`config.mk`:
```
export PLATFORM = sky130hd
export DESIGN_NAME = offset_calibrator
export DESIGN_NICKNAME = d
export VERILOG_FILES = /design/src/rtl/offset_calibrator.sv
export SDC_FILE = /design/constraint.sdc
export NUM_CORES = 1
export LEC_CHECK = 0
export ABC_AREA = 1
export BUFFER_PORTS_ARGS = -buffer_cell sky130_fd_sc_hd__buf_2
export CAP_MARGIN = 30
export CORE_MARGIN = 8
export CORE_UTILIZATION = 35
export CTS_BUF_LIST = sky130_fd_sc_hd__clkbuf_8
export CTS_CLUSTER_DIAMETER = 120
export DETAILED_ROUTE_END_ITERATION = 8
export PLACE_DENSITY = 0.54
export SLEW_MARGIN = 5
export SYNTH_ARGS = -nofsm -noshare
export SYNTH_HDL_FRONTEND = slang
export SYNTH_SLANG_ARGS = --single-unit
```
`constraint.sdc`:
```
create_clock -name clk_i -period 1.8 [get_ports clk_i]
set_clock_uncertainty 0.05 [all_clocks]
set_input_delay 0.45 -clock clk_i [delete_from_list [all_inputs] [get_ports clk_i]]
set_output_delay 0.45 -clock clk_i [all_outputs]
set_load 0.02 [all_outputs]
```
`src/rtl/offset_calibrator.sv`:
```
// Offset calibrator: averages grounded-input ADC samples and produces the signed
// offset that recentres the front-end adder output at midscale.
module offset_calibrator #(
  parameter int LOG2_N = 4,
  parameter int SETTLE = 2
) (
  input  logic       clk_i,
  input  logic       rst_i,
  input  logic       start_i,
  input  logic [7:0] smpl_i,
  input  logic       smpl_vld_i,
  output logic [7:0] off_o,
  output logic       off_vld_o,
  output logic       busy_o,
  output logic       done_o,
  output logic [1:0] state_o
);

  typedef enum logic [1:0] {
    S_IDLE   = 2'd0,
    S_SETTLE = 2'd1,
    S_ACCUM  = 2'd2,
    S_CALC   = 2'd3
  } state_t;

  localparam int AW = 8 + LOG2_N;
  localparam logic [3:0]      SETTLE_LAST = 4'(SETTLE - 1);
  localparam logic [LOG2_N:0] SMPL_LAST   = {1'b0, {LOG2_N{1'b1}}};
  localparam logic [LOG2_N:0] SMPL_ONE    = {{LOG2_N{1'b0}}, 1'b1};

  state_t          state_q;
  logic [3:0]      settle_cnt_q;
  logic [LOG2_N:0] smpl_cnt_q;
  logic [AW-1:0]   acc_q;
  logic [7:0]      off_q;
  logic            off_vld_q;
  logic            done_q;

  logic [7:0]        avg_d;
  logic signed [9:0] diff_d;
  logic [7:0]        off_d;

  // Only an all-zero average pushes the difference to +128, which is clamped.
  always_comb begin
    avg_d  = acc_q[AW-1:LOG2_N];
    diff_d = 10'sd128 - $signed({2'b00, avg_d});
    off_d  = (diff_d > 10'sd127) ? 8'h7F : diff_d[7:0];
  end

  always_ff @(posedge clk_i) begin
    if (rst_i) begin
      state_q      <= S_IDLE;
      settle_cnt_q <= '0;
      smpl_cnt_q   <= '0;
      acc_q        <= '0;
      off_q        <= 8'h00;
      off_vld_q    <= 1'b0;
      done_q       <= 1'b0;
    end else begin
      done_q <= 1'b0;
      case (state_q)
        S_IDLE: begin
          if (start_i) begin
            acc_q        <= '0;
            settle_cnt_q <= '0;
            smpl_cnt_q   <= '0;
            state_q      <= (SETTLE > 0) ? S_SETTLE : S_ACCUM;
          end
        end
        S_SETTLE: begin
          if (smpl_vld_i) begin
            settle_cnt_q <= settle_cnt_q + 4'd1;
            if (settle_cnt_q == SETTLE_LAST) state_q <= S_ACCUM;
          end
        end
        S_ACCUM: begin
          if (smpl_vld_i) begin
            acc_q      <= acc_q + {{LOG2_N{1'b0}}, smpl_i};
            smpl_cnt_q <= smpl_cnt_q + SMPL_ONE;
            if (smpl_cnt_q == SMPL_LAST) state_q <= S_CALC;
          end
        end
        S_CALC: begin
          // off only ever changes here, so downstream never sees a partial value.
          off_q     <= off_d;
          off_vld_q <= 1'b1;
          done_q    <= 1'b1;
          state_q   <= S_IDLE;
        end
        default: state_q <= S_IDLE;
      endcase
    end
  end

  assign off_o     = off_q;
  assign off_vld_o = off_vld_q;
  assign done_o    = done_q;
  assign busy_o    = (state_q != S_IDLE);
  assign state_o   = state_q;

endmodule

```
After elaboration in Yosys (flattened, before gate mapping). Index checks and enable logic that the tools add are counted.

Register bits: 33. Input port bits: 12. Output and inout bits: 13. Logic and storage cells: 46.

$add $sub $neg: 4. Order comparisons: 1. Equal/unequal tests: 10. Multiplexer cells: 17. Reduce and logical (&&, ||, !) cells: 7.

Operators with widths (count): 12-bit 2-to-1 mux (2); 12-bit case mux with 2 select lines (1); 12-bit by 8-bit adder with 12-bit output (1); 2-bit 2-to-1 mux (5); 5-bit 2-to-1 mux (2); 2-bit inequality test, second input constant (5); 5-bit case mux with 2 select lines (1); 9-bit by 8-bit > comparator with 1-bit output, second input constant (1); 8-bit by 8-bit subtractor with 9-bit output, first input constant (1); 4-bit 2-to-1 mux (2); 8-bit 2-to-1 mux (1); 2-bit case mux with 4 select lines (1); 4-bit case mux with 2 select lines (1); 3-bit AND reduction (2); 2-bit nonzero test (3); 5-bit by 1-bit adder with 5-bit output, second input constant (1); 5-bit by 4-bit equality test with 1-bit output, second input constant (1); 5-bit AND reduction (1); 4-bit by 1-bit adder with 4-bit output, second input constant (1); 2-bit equality test, second input constant (2); 4-bit by 1-bit equality test with 1-bit output, second input constant (1); 2-bit by 1-bit equality test with 1-bit output, second input constant (1); 2-bit zero test (1); 1-bit 2-to-1 mux (1).

Logic depth before layout (Yosys ltp). Gate-level depths: netlist of run 1.

Depth after elaboration: 4. Gate-level depth with buffers: 12.

Worst setup path after synthesis of run 1. OpenSTA, ideal clock, no wires.

Path kind: input to register. Start point: in smpl_i[0]. End point: reg acc_q[10]. Data arrival time: 1.672 ns. Data required time: 1.641 ns. Path slack: -0.031 ns. Cell stages on the path: 11. Path buffers: 0. Cell sequence: ha_1 -> inv_1 -> fa_1 -> o21ai_2 -> nand3_1 -> nand2_1 -> nand3_1 -> nand2_1 -> nand2_1 -> nand2_1 -> inv_1.

Word-level cells in the longest chain between the ends: 3.

Ends and longest elaborated chain: from (decl) (RTL line 10) `input logic [7:0] smpl_i,`; 12-bit by 8-bit adder with 12-bit output (RTL line 78) `acc_q <= acc_q + {{LOG2_N{1'b0}}, smpl_i};`; 12-bit 2-to-1 mux (RTL line 77) `if (smpl_vld_i) begin`; 12-bit case mux with 2 select lines (RTL line 61) `case (state_q)`; to (signal assigned) (RTL line 78); to (decl) (RTL line 34) `logic [AW-1:0] acc_q;`.

No other way between the ends. The select of a mux whose other input is x is not followed. A chain may end at the register's enable or synchronous reset.

Final worst setup path of run 1.
Start point: reg acc_q[0]. End point: reg acc_q[10].

Word-level cells in the longest chain between the ends: 3.

Ends and longest elaborated chain (RTL line): 12-bit by 8-bit adder with 12-bit output (78); 12-bit 2-to-1 mux (77); 12-bit case mux with 2 select lines (61).

No other way between the ends. The select of a mux whose other input is x is not followed.

==> results of run 1 <==
==> worst min-delay path by stage <==
stage	depth (start not counted)	start	end	slack, ns
after global placement	2	off_vld_o	off_vld_o	0.39
after floorplan	1	smpl_cnt_q[3]	smpl_cnt_q[3]	0.38
after CTS	2	off_vld_o	off_vld_o	0.41
after global routing	1	smpl_cnt_q[0]	smpl_cnt_q[0]	0.43
final	1	smpl_cnt_q[0]	smpl_cnt_q[0]	0.40
after detailed placement	2	off_vld_o	off_vld_o	0.40
==> metrics by stage <==
step           utilization  TNS (ns)
2_1_floorplan            -         0
3_3_place_gp         0.423    -0.145
3_5_place_dp         0.423    -0.159
4_1_cts              0.441         0
5_1_grt              0.456    -0.120
6_report             0.456         0
==> worst register-to-register path: stages (launching register included) <==
cell,delay (ns)
dfxtp_2,0.36
ha_4,0.14
inv_2,0.04
fa_2,0.39
o21ai_2,0.17
nand3_1,0.11
nand2_2,0.09
nand3_2,0.06
nand2_2,0.09
nand2_1,0.05
nand2_1,0.06
inv_1,0.03
==> final cells by class <==
| cell class | instances | area [um^2] |
|---|---|---|
| clock buffers | 7 | 96.3 |
| clock inverters | 1 | 5.00 |
| fillers | 582 | 3020 |
| inverters | 40 | 150 |
| multi-input cells | 209 | 1230 |
| flip-flops and latches | 33 | 667 |
| well taps | 72 | 90.1 |
| repair buffers | 45 | 278 |
| repair inverters | 1 | 7.51 |
==> per-layer routing <==
metal	track usage	vias up
met1	0.147	816
met4	0.0443	0
met3	0.0375	7
li1	-	1034
met5	0	-
met2	0.180	24
==> report_power, final <==
part | switching [W] | internal [W]
logic | 0.00106 | 0.000621
registers | 0.0000857 | 0.000845
clock network | 0.000285 | 0.000346
==> flip-flops by register name (all words and copies together) (netlist names) <==
signal,count
off_o,8
acc_q,12
state_o,2
done_o,1
smpl_cnt_q,5
off_vld_o,1
settle_cnt_q,4
==> cells in the mapped netlist (2+ instances only) <==
cell,instances,area share
a21oi_2,7,0.030
nand4_1,4,0.012
o21ai_0,17,0.042
dfxtp_1,33,0.33
inv_2,4,0.0074
o22ai_1,2,0.0062
nand2_1,59,0.11
o21ai_1,3,0.0074
nor2_2,3,0.0093
xnor2_1,2,0.0086
clkbuf_1,2,0.0037
inv_1,35,0.065
a21oi_1,30,0.074
nor3_1,5,0.012
buf_6,2,0.011
ha_1,19,0.12
o21ai_2,2,0.0086
nand3_1,19,0.047
nor2_1,26,0.048
==> logic make-up after synthesis <==
logic type | synth area share
AOI/OAI and AO/OA | 0.188
xor gates and xnor gates | 0.00864
adders and majority gates | 0.127
buffers and inverters | 0.0913
DFF | 0.326
and+or+nand+nor | 0.260
==> timing repair <==
| item | in CTS | in global routing |
|---|---|---|
| resized for setup | 0 | 22 |
| endpoints found under the setup margin | 0 | 19 |
| buffers inserted | 0 | 3 |
==> impl_metrics.py, run 1 <==
metrics = {
    "status": {
        "status": "finished clean",
    },
    "synth": {
        "syn_nets": 319,
        "synth_edf_count": 0,
        "ys_types": 32,
        "synth_area_um2": 2030,
        "async_reset_ff_frac": 0,
        "ys.flop_type": "dfxtp_1",
        "synth-seq-cells": 33,
        "ys.warnings.count": 0,
        "syn_inst": 287,
        "syn_avg_cell_area_um2": 7.07,
        "ys_seq_area_frac": 0.326,
    },
    "floorplanning": {
        "die_w_um": 92.1,
        "die_y_um": 92.1,
        "ios": 25,
        "dieArea_um2": 8490,
        "core.rowCount": 27,
        "core_um2": 5540,
        "start_util": 0.366,
    },
    "grt": {
        "antenna_found_initial": 0,
        "grt-ovfl-total": 0,
        "grt_max_degree": 15,
        "grt_pass1_vias": 1828,
        "grt_pass1_wl_um": 8200,
        "grt_usage": 0.117,
    },
    "route": {
        "antenna_left": 0,
        "drt_iter0_markers": 124,
        "routed-via-count": 1881,
        "m1WireLength_um": 2400,
        "vias_per_cell": 4.61,
        "dr.pass1.iters": 4,
        "met3_length_um": 242,
        "wl_met2_um": 2080,
        "wl_per_cell_um": 11.7,
        "wl_um": 4780,
        "top_layer": "met4",
        "drc": 0,
    },
    "sta": {
        "period_minus_slack_ns": 1.72,
        "rsz0062_at_grt": "yes",
        "maxSlewHeadroom": 0.741,
        "slew_viol_final": 0,
        "fin_crit_sh": 0.957,
        "maxClockFrequency_mhz": 580,
        "setup_viol": 0,
        "whs_ns": 0.397,
        "setup_slack_ns": 0.0768,
        "worst_slew_pin_slew_ns": 0.387,
        "hold_viol_final": 0,
    },
    "cells_and_area": {
        "stdcell_area_um2": 2520,
        "area_delta_synth_final_pct": 24.5,
        "post_route_cells_drive_above_1_share": 0.271,
        "final_nets": 367,
        "final_common_cell": "nand2_1",
        "layout_common_cells": "56 x nand2_1, 33 x inv_1, 30 x a21oi_1",
        "stdcell_count": 408,
        "diodes": 0,
    },
    "run": {
        "max-cap-violations": 0,
    },
    "critical_path": {
        "rr_startpoint": "acc_q[0]",
        "critPathRequiredTime_ns": 1.94,
        "endpoint": "acc_q[10]",
        "crit_start": "acc_q[0]",
        "regToRegEndpoint": "acc_q[10]",
        "worst-path-buf-inv": 2,
        "reg2reg_depth": 11,
        "cp.arrival_ns": 1.87,
        "cp.depth": 11,
        "crit_path_start_kind": "flip-flop",
        "cp_max_fo": 3,
        "rrSetupSlack_ns": 0.08,
        "end_kind": "flip-flop",
        "cp_top_family": "adder cells",
        "crit_path_top_delay_cell": "fa_2",
        "crit_chain": "ha_4 -> inv_2 -> fa_2 -> o21ai_2 -> nand3_1 -> nand2_2 -> nand3_2 -> nand2_2 -> nand2_1 -> nand2_1 -> inv_1",
        "critPathMaxStageDelay_ns": 0.39,
        "crit_type": "flip-flop to flip-flop",
    },
    "clocking": {
        "clkSlewWorstSetupHoldPaths_ns": 0.07,
        "cts-root-buf": "clkbuf_8",
        "clk_path_buf_depth": 2,
        "hold_buffers": 0,
        "clkLatencyLatePin_ns": 0.29,
        "cts_inserted_buffers": 5,
        "clkSinkCount": 33,
        "cts_tree": "done",
        "htree_levels": 2,
    },
    "placed_design": {
        "placed_area_um2": 2340,
        "io_buffers": 24,
        "gp_congestion": 0.790,
        "preCtsSetupSlack_ns": -0.0874,
        "placed_cells": 396,
        "hpwl_um": 3570,
    },
    "pwr": {
        "p_leak_nw": 1.18,
        "powerDensity_nw_per_um2": 1280,
        "total_power_w": 0.00324,
        "vdd_drop_max_v": 0.000506,
    },
    "worst_hold_path": {
        "hold_path_class": "flip-flop to flip-flop",
    },
}
Power figures use the tool's default switching activity.
==> inputs of run 2 (changes only) <==
Clock period 1.8 ns to 1.5 ns, I/O delays scaled along.
==> impl_metrics.py, run 2 (synthesized netlist as in run 1, its figures left out) <==
metrics = {
    "cells_and_area": {
        "fill_cells": 547,
        "stdcell_area_um2": 3090,
        "final_nets": 404,
        "layout_common_cells": "50 x nand2_1, 47 x buf_4, 30 x inv_1",
        "largest_reg_flops": 12,
        "stdcell_count": 445,
        "area_delta_synth_final_pct": 52.3,
        "post_route_cells_drive_above_1_share": 0.448,
        "largest_register": "acc_q",
        "final_util": 0.558,
        "final_common_cell": "nand2_1",
        "diodes": 0,
    },
    "clocking": {
        "clk_path_buf_depth": 2,
        "clkLatencyLatePin_ns": 0.29,
        "cts-root-buf": "clkbuf_8",
        "cts_tree": "done",
        "cts_inserted_buffers": 5,
        "htree_levels": 2,
        "hold_buffers": 0,
        "clkSinkCount": 33,
        "clkSlewWorstSetupHoldPaths_ns": 0.07,
    },
    "grt": {
        "antenna_found_initial": 0,
        "grt_pass1_wl_um": 8800,
        "grt_pass1_vias": 2035,
        "grt_max_degree": 15,
        "grt-ovfl-total": 0,
        "grt_usage": 0.125,
    },
    "floorplanning": {
        "dieArea_um2": 8490,
        "core_um2": 5540,
        "start_util": 0.366,
        "core.rowCount": 27,
        "ios": 25,
        "die_w_um": 92.1,
        "die_y_um": 92.1,
    },
    "route": {
        "antenna_left": 0,
        "dr.pass1.iters": 4,
        "routed-via-count": 2125,
        "wl_per_cell_um": 12.0,
        "vias_per_cell": 4.78,
        "drt_iter0_markers": 77,
        "wl_um": 5360,
        "drc": 0,
    },
    "critical_path": {
        "cpMostUsedCell": "buf_6",
        "reg2reg_depth": 10,
        "end_kind": "flip-flop",
        "cp.arrival_ns": 1.80,
        "crit_type": "flip-flop to flip-flop",
        "crit_path_top_delay_cell": "fa_2",
        "crit_path_start_kind": "flip-flop",
        "crit_chain": "ha_4 -> inv_2 -> fa_2 -> o21ai_4 -> buf_6 -> buf_6 -> a21o_1 -> nand2_1 -> nand3_2 -> a21oi_2",
        "rr_startpoint": "acc_q[0]",
        "regToRegEndpoint": "acc_q[6]",
        "rrSetupSlack_ns": -0.17,
        "critPathRequiredTime_ns": 1.63,
        "cp_max_fo": 2,
        "critPathMaxStageDelay_ns": 0.36,
    },
    "placed_design": {
        "hpwl_um": 3680,
        "placed_area_um2": 2530,
        "gp_congestion": 0.846,
        "io_buffers": 24,
        "placed_cells": 416,
    },
    "sta": {
        "fin_crit_sh": 1.11,
        "maxSlewHeadroom": 0.791,
        "setup_slack_ns": -0.169,
        "slew_viol_final": 0,
        "maxClockFrequency_mhz": 599,
        "hold_viol_final": 0,
        "worst_slew_pin_slew_ns": 0.314,
        "period_minus_slack_ns": 1.67,
        "setup_viol": 24,
        "rsz0062_at_grt": "yes",
        "whs_ns": 0.418,
    },
    "worst_hold_path": {
        "hold_depth": 4,
        "worst_hold_path.endpoint": "smpl_cnt_q[0]",
        "hp-start": "rst_i",
        "hold_path_class": "primary input to flip-flop",
    },
    "status": {
        "violations": "negative setup slack",
        "status": "finished with violations",
    },
    "pwr": {
        "powerDensity_nw_per_um2": 1640,
        "vdd_drop_max_v": 0.000759,
        "p_leak_nw": 1.39,
    },
    "run": {
        "max-cap-violations": 0,
    },
}
[run 2: worst max-delay path by stage]
| stage | startpoint | to | slack, ns | cells after the start |
|---|---|---|---|---|
| 3_3_place_gp | smpl_i[0] | acc_q[10] | -0.31 | 12 |
| 5_1_grt | acc_q[0] | acc_q[10] | -0.26 | 11 |
| 6_report | acc_q[0] | acc_q[6] | -0.17 | 10 |
| 4_1_cts | acc_q[0] | acc_q[10] | -0.17 | 11 |
| 3_5_place_dp | smpl_i[0] | acc_q[10] | -0.35 | 12 |
| 2_1_floorplan | smpl_i[0] | acc_q[10] | -0.12 | 11 |
[run 2: layer usage]
metal  global-route usage  routed length (um)  up-vias
met5                    0                   0        -
met4               0.0577                 104        0
met3               0.0359                 287        9
met2                0.207                2550       42
met1                0.145                2420      959
li1                     -                   -     1115
[run 2: metrics by stage]
stage / power, W / TNS, ns / setup slack, ns
after global placement: 0.00322 / -2.80 / -0.307
final: 0.00507 / -1.41 / -0.169
after global routing: 0.00548 / -4.74 / -0.258
after detailed placement: 0.00325 / -2.96 / -0.349
after floorplan: 0.00248 / -0.171 / -0.122
after CTS: 0.00441 / -1.48 / -0.175
[run 2: what timing repair did]
action,CTS,global route
endpoints found under the setup margin,29,31
gates cloned,2,1
buffers inserted,5,13
gates resized for setup,32,50
pin swaps,6,17
[run 2: worst max-delay path: cells and delay by family (launching register included)]
| kind | cells | cell delay (ns) |
|---|---|---|
| flops | 1 | 0.35 |
| buf+inv | 3 | 0.24 |
| compound gates | 3 | 0.31 |
| simple gates | 2 | 0.13 |
| fa+ha+maj | 2 | 0.49 |
[run 2: area by class of cell]
cell class,instances,area [um^2],area share
Multi-Input combinational cell,209,1460,0.471
Inverter,40,164,0.0531
Clock inverter,1,5.00,0.00162
Tap cell,72,90.1,0.0292
Timing Repair Buffer,81,592,0.192
Sequential cell,33,674,0.218
Timing Repair inverter,2,12.5,0.00405
Clock buffer,7,96.3,0.0312
[run 2: power breakdown]
part           switching [W]  leakage, nW  internal (W)  total [W]
sequential          0.000113        0.271       0.00103    0.00114
combinational        0.00166         1.07       0.00152    0.00317
clock               0.000338       0.0542      0.000415   0.000753
total                0.00211         1.39       0.00296    0.00507
